==> src/rtl/alu_pkg.sv <==
// Shared ALU definitions: sequencer FSM states, shift-direction control bit, default lane packing.
package alu_pkg;

  typedef enum logic [1:0] {
    IDLE = 2'd0,
    RUN  = 2'd1,
    DONE = 2'd2
  } seq_state_e;

  localparam int SHR_CTRL_BIT = 4;

  localparam int DEF_NUM_LANES     = 8;
  localparam int DEF_SRC_WIDTH     = 32;
  localparam int DEF_SHAMT_WIDTH   = $clog2(DEF_SRC_WIDTH);
  localparam int DEF_CONTROL_WIDTH = 11;
  localparam int DEF_SRC_BUS_W     = DEF_NUM_LANES * DEF_SRC_WIDTH;
  localparam int DEF_SHAMT_BUS_W   = DEF_NUM_LANES * DEF_SHAMT_WIDTH;

endpackage

==> src/rtl/shift_lane_sequencer_shift.sv <==
// Single-lane ALU shift unit: logical, zero-fill, direction from control bit SHR_CTRL_BIT.
module shift
  import alu_pkg::*;
#(
  parameter int SRC_WIDTH     = 32,
  parameter int SHAMT_WIDTH   = $clog2(SRC_WIDTH),
  parameter int CONTROL_WIDTH = 11
) (
  input  logic [SRC_WIDTH-1:0]     src1,
  input  logic [SHAMT_WIDTH-1:0]   src2,
  input  logic [CONTROL_WIDTH-1:0] control,
  output logic [SRC_WIDTH-1:0]     result
);

  // Only the direction bit matters; the rest of the control word is decoded elsewhere.
  logic unused_ctrl;
  assign unused_ctrl = ^{control[CONTROL_WIDTH-1:SHR_CTRL_BIT+1], control[SHR_CTRL_BIT-1:0]};

  always_comb begin
    if (control[SHR_CTRL_BIT]) result = src1 >> src2;
    else                       result = src1 << src2;
  end

endmodule

==> src/rtl/shift_lane_sequencer.sv <==
// Serialises a warp-wide shift through one shared shift unit, one lane per cycle.
// Optional SHIFT_SEQ_MASK_SKIP_EN: visit only active lanes (lowest index first).
module shift_lane_sequencer
  import alu_pkg::*;
#(
  parameter int NUM_LANES      = 8,
  parameter int SRC_WIDTH      = 32,
  parameter int SHAMT_WIDTH    = $clog2(SRC_WIDTH),
  parameter int CONTROL_WIDTH  = 11,
  parameter int LANE_IDX_WIDTH = $clog2(NUM_LANES)
) (
  input  logic                             clk,
  input  logic                             rst_n,
  input  logic                             in_valid,
  output logic                             in_ready,
  input  logic [CONTROL_WIDTH-1:0]         in_control,
  input  logic [NUM_LANES-1:0]             in_mask,
  input  logic [NUM_LANES*SRC_WIDTH-1:0]   in_src1,
  input  logic [NUM_LANES*SHAMT_WIDTH-1:0] in_src2,
  output logic                             out_valid,
  input  logic                             out_ready,
  output logic [NUM_LANES*SRC_WIDTH-1:0]   out_result,
  output logic [NUM_LANES-1:0]             out_mask,
  output logic                             busy
);

  seq_state_e                       state_q, state_d;
  logic [LANE_IDX_WIDTH-1:0]        cnt_q, cnt_d;
  logic [NUM_LANES*SRC_WIDTH-1:0]   src1_q, src1_d;
  logic [NUM_LANES*SHAMT_WIDTH-1:0] src2_q, src2_d;
  logic [CONTROL_WIDTH-1:0]         ctrl_q, ctrl_d;
  logic [NUM_LANES-1:0]             mask_q, mask_d;
  logic [NUM_LANES*SRC_WIDTH-1:0]   res_q, res_d;

  logic [SRC_WIDTH-1:0]      lane_src1;
  logic [SHAMT_WIDTH-1:0]    lane_src2;
  logic [SRC_WIDTH-1:0]      lane_res;
  logic [LANE_IDX_WIDTH-1:0] start_idx;
  logic [LANE_IDX_WIDTH-1:0] step_idx;
  logic                      last_lane;

  assign lane_src1 = src1_q[cnt_q*SRC_WIDTH +: SRC_WIDTH];
  assign lane_src2 = src2_q[cnt_q*SHAMT_WIDTH +: SHAMT_WIDTH];

  shift #(
    .SRC_WIDTH    (SRC_WIDTH),
    .SHAMT_WIDTH  (SHAMT_WIDTH),
    .CONTROL_WIDTH(CONTROL_WIDTH)
  ) u_shift (
    .src1   (lane_src1),
    .src2   (lane_src2),
    .control(ctrl_q),
    .result (lane_res)
  );

`ifdef SHIFT_SEQ_MASK_SKIP_EN
  logic [LANE_IDX_WIDTH-1:0] first_idx;
  logic [LANE_IDX_WIDTH-1:0] next_idx;
  logic                      has_next;

  // Scanning downwards leaves the lowest qualifying index in each result.
  always_comb begin
    first_idx = '0;
    next_idx  = cnt_q;
    has_next  = 1'b0;
    for (int i = NUM_LANES - 1; i >= 0; i--) begin
      if (in_mask[i]) first_idx = LANE_IDX_WIDTH'(i);
      if (mask_q[i] && (LANE_IDX_WIDTH'(i) > cnt_q)) begin
        next_idx = LANE_IDX_WIDTH'(i);
        has_next = 1'b1;
      end
    end
  end

  assign start_idx = first_idx;
  assign step_idx  = next_idx;
  assign last_lane = !has_next;
`else
  assign start_idx = '0;
  assign step_idx  = cnt_q + 1'b1;
  assign last_lane = (cnt_q == LANE_IDX_WIDTH'(NUM_LANES - 1));
`endif

  always_comb begin
    state_d = state_q;
    cnt_d   = cnt_q;
    src1_d  = src1_q;
    src2_d  = src2_q;
    ctrl_d  = ctrl_q;
    mask_d  = mask_q;
    res_d   = res_q;
    case (state_q)
      IDLE: begin
        if (in_valid) begin
          src1_d  = in_src1;
          src2_d  = in_src2;
          ctrl_d  = in_control;
          mask_d  = in_mask;
          res_d   = '0;
          cnt_d   = start_idx;
          state_d = RUN;
        end
      end
      RUN: begin
        if (mask_q[cnt_q]) res_d[cnt_q*SRC_WIDTH +: SRC_WIDTH] = lane_res;
        if (last_lane) state_d = DONE;
        else           cnt_d   = step_idx;
      end
      DONE: begin
        if (out_ready) state_d = IDLE;
      end
      default: state_d = IDLE;
    endcase
  end

  always_ff @(posedge clk or negedge rst_n) begin
    if (!rst_n) begin
      state_q <= IDLE;
      cnt_q   <= '0;
      src1_q  <= '0;
      src2_q  <= '0;
      ctrl_q  <= '0;
      mask_q  <= '0;
      res_q   <= '0;
    end else begin
      state_q <= state_d;
      cnt_q   <= cnt_d;
      src1_q  <= src1_d;
      src2_q  <= src2_d;
      ctrl_q  <= ctrl_d;
      mask_q  <= mask_d;
      res_q   <= res_d;
    end
  end

  assign in_ready   = (state_q == IDLE);
  assign out_valid  = (state_q == DONE);
  assign busy       = (state_q != IDLE);
  assign out_result = res_q;
  assign out_mask   = mask_q;

endmodule

==> config.mk <==
export PLATFORM = sky130hd
export DESIGN_NAME = shift_lane_sequencer
export DESIGN_NICKNAME = d
export VERILOG_FILES = /design/src/rtl/alu_pkg.sv /design/src/rtl/shift_lane_sequencer_shift.sv /design/src/rtl/shift_lane_sequencer.sv
export SDC_FILE = /design/constraint.sdc
export NUM_CORES = 1
export LEC_CHECK = 0
export CAP_MARGIN = 30
export CORE_UTILIZATION = 45
export CTS_CLUSTER_SIZE = 28
export DETAILED_ROUTE_END_ITERATION = 6
export PLACE_DENSITY = 0.68
export SYNTH_ARGS = -nofsm -noshare
export SYNTH_HDL_FRONTEND = slang
export SYNTH_SLANG_ARGS = --single-unit
==> constraint.sdc <==
create_clock -name clk -period 4.9 [get_ports clk]
set_input_delay 0.735 -clock clk [delete_from_list [all_inputs] [get_ports clk]]
set_output_delay 0.735 -clock clk [all_outputs]
set_load 0.02 [all_outputs]
==> flow_summary.yaml <==
synthesis:
  yosysSeqAreaShare_pct: 53.2
  avgSynthCellArea_um2: 9.72
  synth_edf_count: 0
  synthCells: 2741
  syn_area_um2: 26600
  synth.distinct_cells: 74
  netlist_top_cells_area: "dfrtp_1, nand2_1, mux4_2, mux2i_1, o21ai_0"
  ys.flop_type: "dfrtp_1"
  ys_warn_count: 0
  async_flop_share_pct: 100
  synth_top_area_share_pct: 53.2
  synth_fp_nets: 3067
  yosysTopAreaCell: "dfrtp_1"
  ys_ff_latch: 566
clocking:
  cts_hold_buf: 0
  numCtsBuffers: 58
  clock-root-buffer: "clkbuf_16"
  cts.sinks: 566
  cts_tree: "yes"
  cts.clk_slew.worst_paths_ns: 0.06
  clk_latency_ns: 0.61
  ctsResizeCount: 0
  clock_path_buffers: 3
  htreeDepth: 2
  post-cts-setup-buffers: 0
drt:
  vias_per_cell: 5.68
  drt_iter0_markers: 2111
  drt.antenna.violating_nets: 0
  vias: 23100
  wl_per_cell_um: 22.4
  routed_wl_um: 91300
  drc_errors: 0
  drt-pass1-iter-count: 6
global_route:
  grt_use_total_pct: 30.2
  grt_max_degree: 165
  grt_pass1_vias: 22800
  grt_first_pass_wirelength_um: 138000
  antenna_found_initial: 4
  grt_overflow: 0
worst_setup_path:
  crit_type: "reg2reg"
  r2r_cells: 9
  end_kind: "flip-flop"
  crit_arrival_ns: 4.99
  start_kind: "flip-flop"
  critical_path.max_fanout: 30
  worstPathRequired_ns: 5.35
timing:
  rsz0062_at_grt: "no"
  finalCritPeriodShare_pct: 92.7
  slew_viol_final: 0
  min_period_ns: 4.54
  finalHoldViolCount: 0
  worst_slew_pin_slew_ns: 1.04
  fmax_ghz: 0.220
  finalSetupViolCount: 0
  finClkSkew_ns: 0.0162
  slew_headroom_pct: 30.3
  setup_tns_ns: 0
layout:
  final_cell_mix: "nand2_1, clkdlybuf4s50_1, dfrtp_1, o21ai_0, mux2i_1"
  areaGrowthSynthToFinish_pct: 32.5
  final_common_cell: "nand2_1"
  num_antenna_cells: 0
  nNetsFinal: 3590
  drive_gt1_share_pct: 9.39
floorplanning:
  core-area_um2: 58100
  die_w_um: 245
  ios: 586
  row_count: 88
  dieArea_um2: 60200
  dieHeight_um: 245
  start_util_pct: 45.8
placed_design:
  hpwlAfterDp_um: 66600
  gp_congestion: 0.994
  port_buffers: 575
run_status:
  status: "finished clean"
flow_run:
  maxCapViolCount: 0
worst_hold_path:
  min_path_type: "in2async"
-- stage by stage --
step                hold slack [ns]  utilization (%)  instances  area [µm²]  setup slack (ns)
floorplan                     0.437                -       2741       26600              1.53
global placement              0.451             57.4       3968       33400             0.454
detailed placement            0.455             57.4       3968       33400             0.386
CTS                           0.213             60.7       4075       35300             0.371
global route                  0.237             60.7       4076       35300             0.117
finish                        0.210             60.7       4076       35300             0.358
-- cells by family (layout without fill, tap and decap cells) --
logic type                 after synthesis  in the layout  share of synthesized area [%]
and+or+nand+nor                       1304           1304                           19.4
DFF                                    566            566                           53.2
AOI/OAI and AO/OA                      447            447                           11.5
muxes                                  215            215                           12.1
buffers and inverters                  202            772                           3.57
adders and majority gates                7              7                          0.329
-- critical path: stages, from the launching register on --
cell and delay, ns:
dfrtp_4 0.61, buf_12 0.30, buf_4 0.30, mux4_2 0.57, mux2i_1 0.45, mux2i_1 0.29, o221ai_1 0.50, mux2i_1 0.27
a21oi_1 0.81, o21ai_0 0.22
-- registers in the layout, indices dropped and copies added (netlist names) --
register and count:
cnt_q 3, out_mask 8, src1_q 256, out_result 256, src2_q 40, ctrl_q 1
state_q 2
-- synth_stat cells (all sizes together) (5+ instances only) --
master,n
a211oi,8
a21o,19
a21oi,16
a221oi,9
a22o,67
a22oi,14
a2bb2oi,5
a31oi,9
and2,8
and3,21
buf,59
clkbuf,136
dfrtp,566
ha,7
inv,7
mux2,23
mux2i,116
mux4,76
nand2,1101
nand3,71
nor2,60
nor3,20
nor4,5
o211ai,7
o21ai,195
o221ai,13
o22a,6
o22ai,37
o31ai,5
-- metal layers --
metal | track usage [%] | wire [µm] | part of all wire (%)
met4 | 9.35 | 2850 | 3.1
met1 | 41.7 | 38500 | 42
met2 | 48.8 | 43400 | 47
met3 | 4.89 | 6540 | 7.2
met5 | 0 | 46 | 0.050
-- cell type report --
type	count	area (µm²)
Clock buffer	90	1740
Multi-Input combinational cell	1973	11700
Sequential cell	566	14200
Fill cell	4817	22800
Tap cell	765	957
Timing Repair Buffer	658	6560
Clock inverter	17	175
Inverter	7	26.3
-- worst paths after layout --
kind	start	end	slack, ns
max in group asynchronous	rst_n	src1_q[90]$_DFFE_PN0P_	3.50
min in group clk	src2_q[7]$_DFFE_PN0P_	src2_q[7]$_DFFE_PN0P_	0.47
min	rst_n	out_result[79]$_DFFE_PN0P_	0.21
max	cnt_q[0]$_DFFE_PN0P_	out_result[113]$_DFFE_PN0P_	0.36
max reg2reg	cnt_q[0]$_DFFE_PN0P_	out_result[113]$_DFFE_PN0P_	0.36
min reg2reg	src2_q[7]$_DFFE_PN0P_	src2_q[7]$_DFFE_PN0P_	0.47
Power is left out: the tool's default activity adds up to more than one toggle a clock period on the data nets, which glitch-free logic cannot reach.
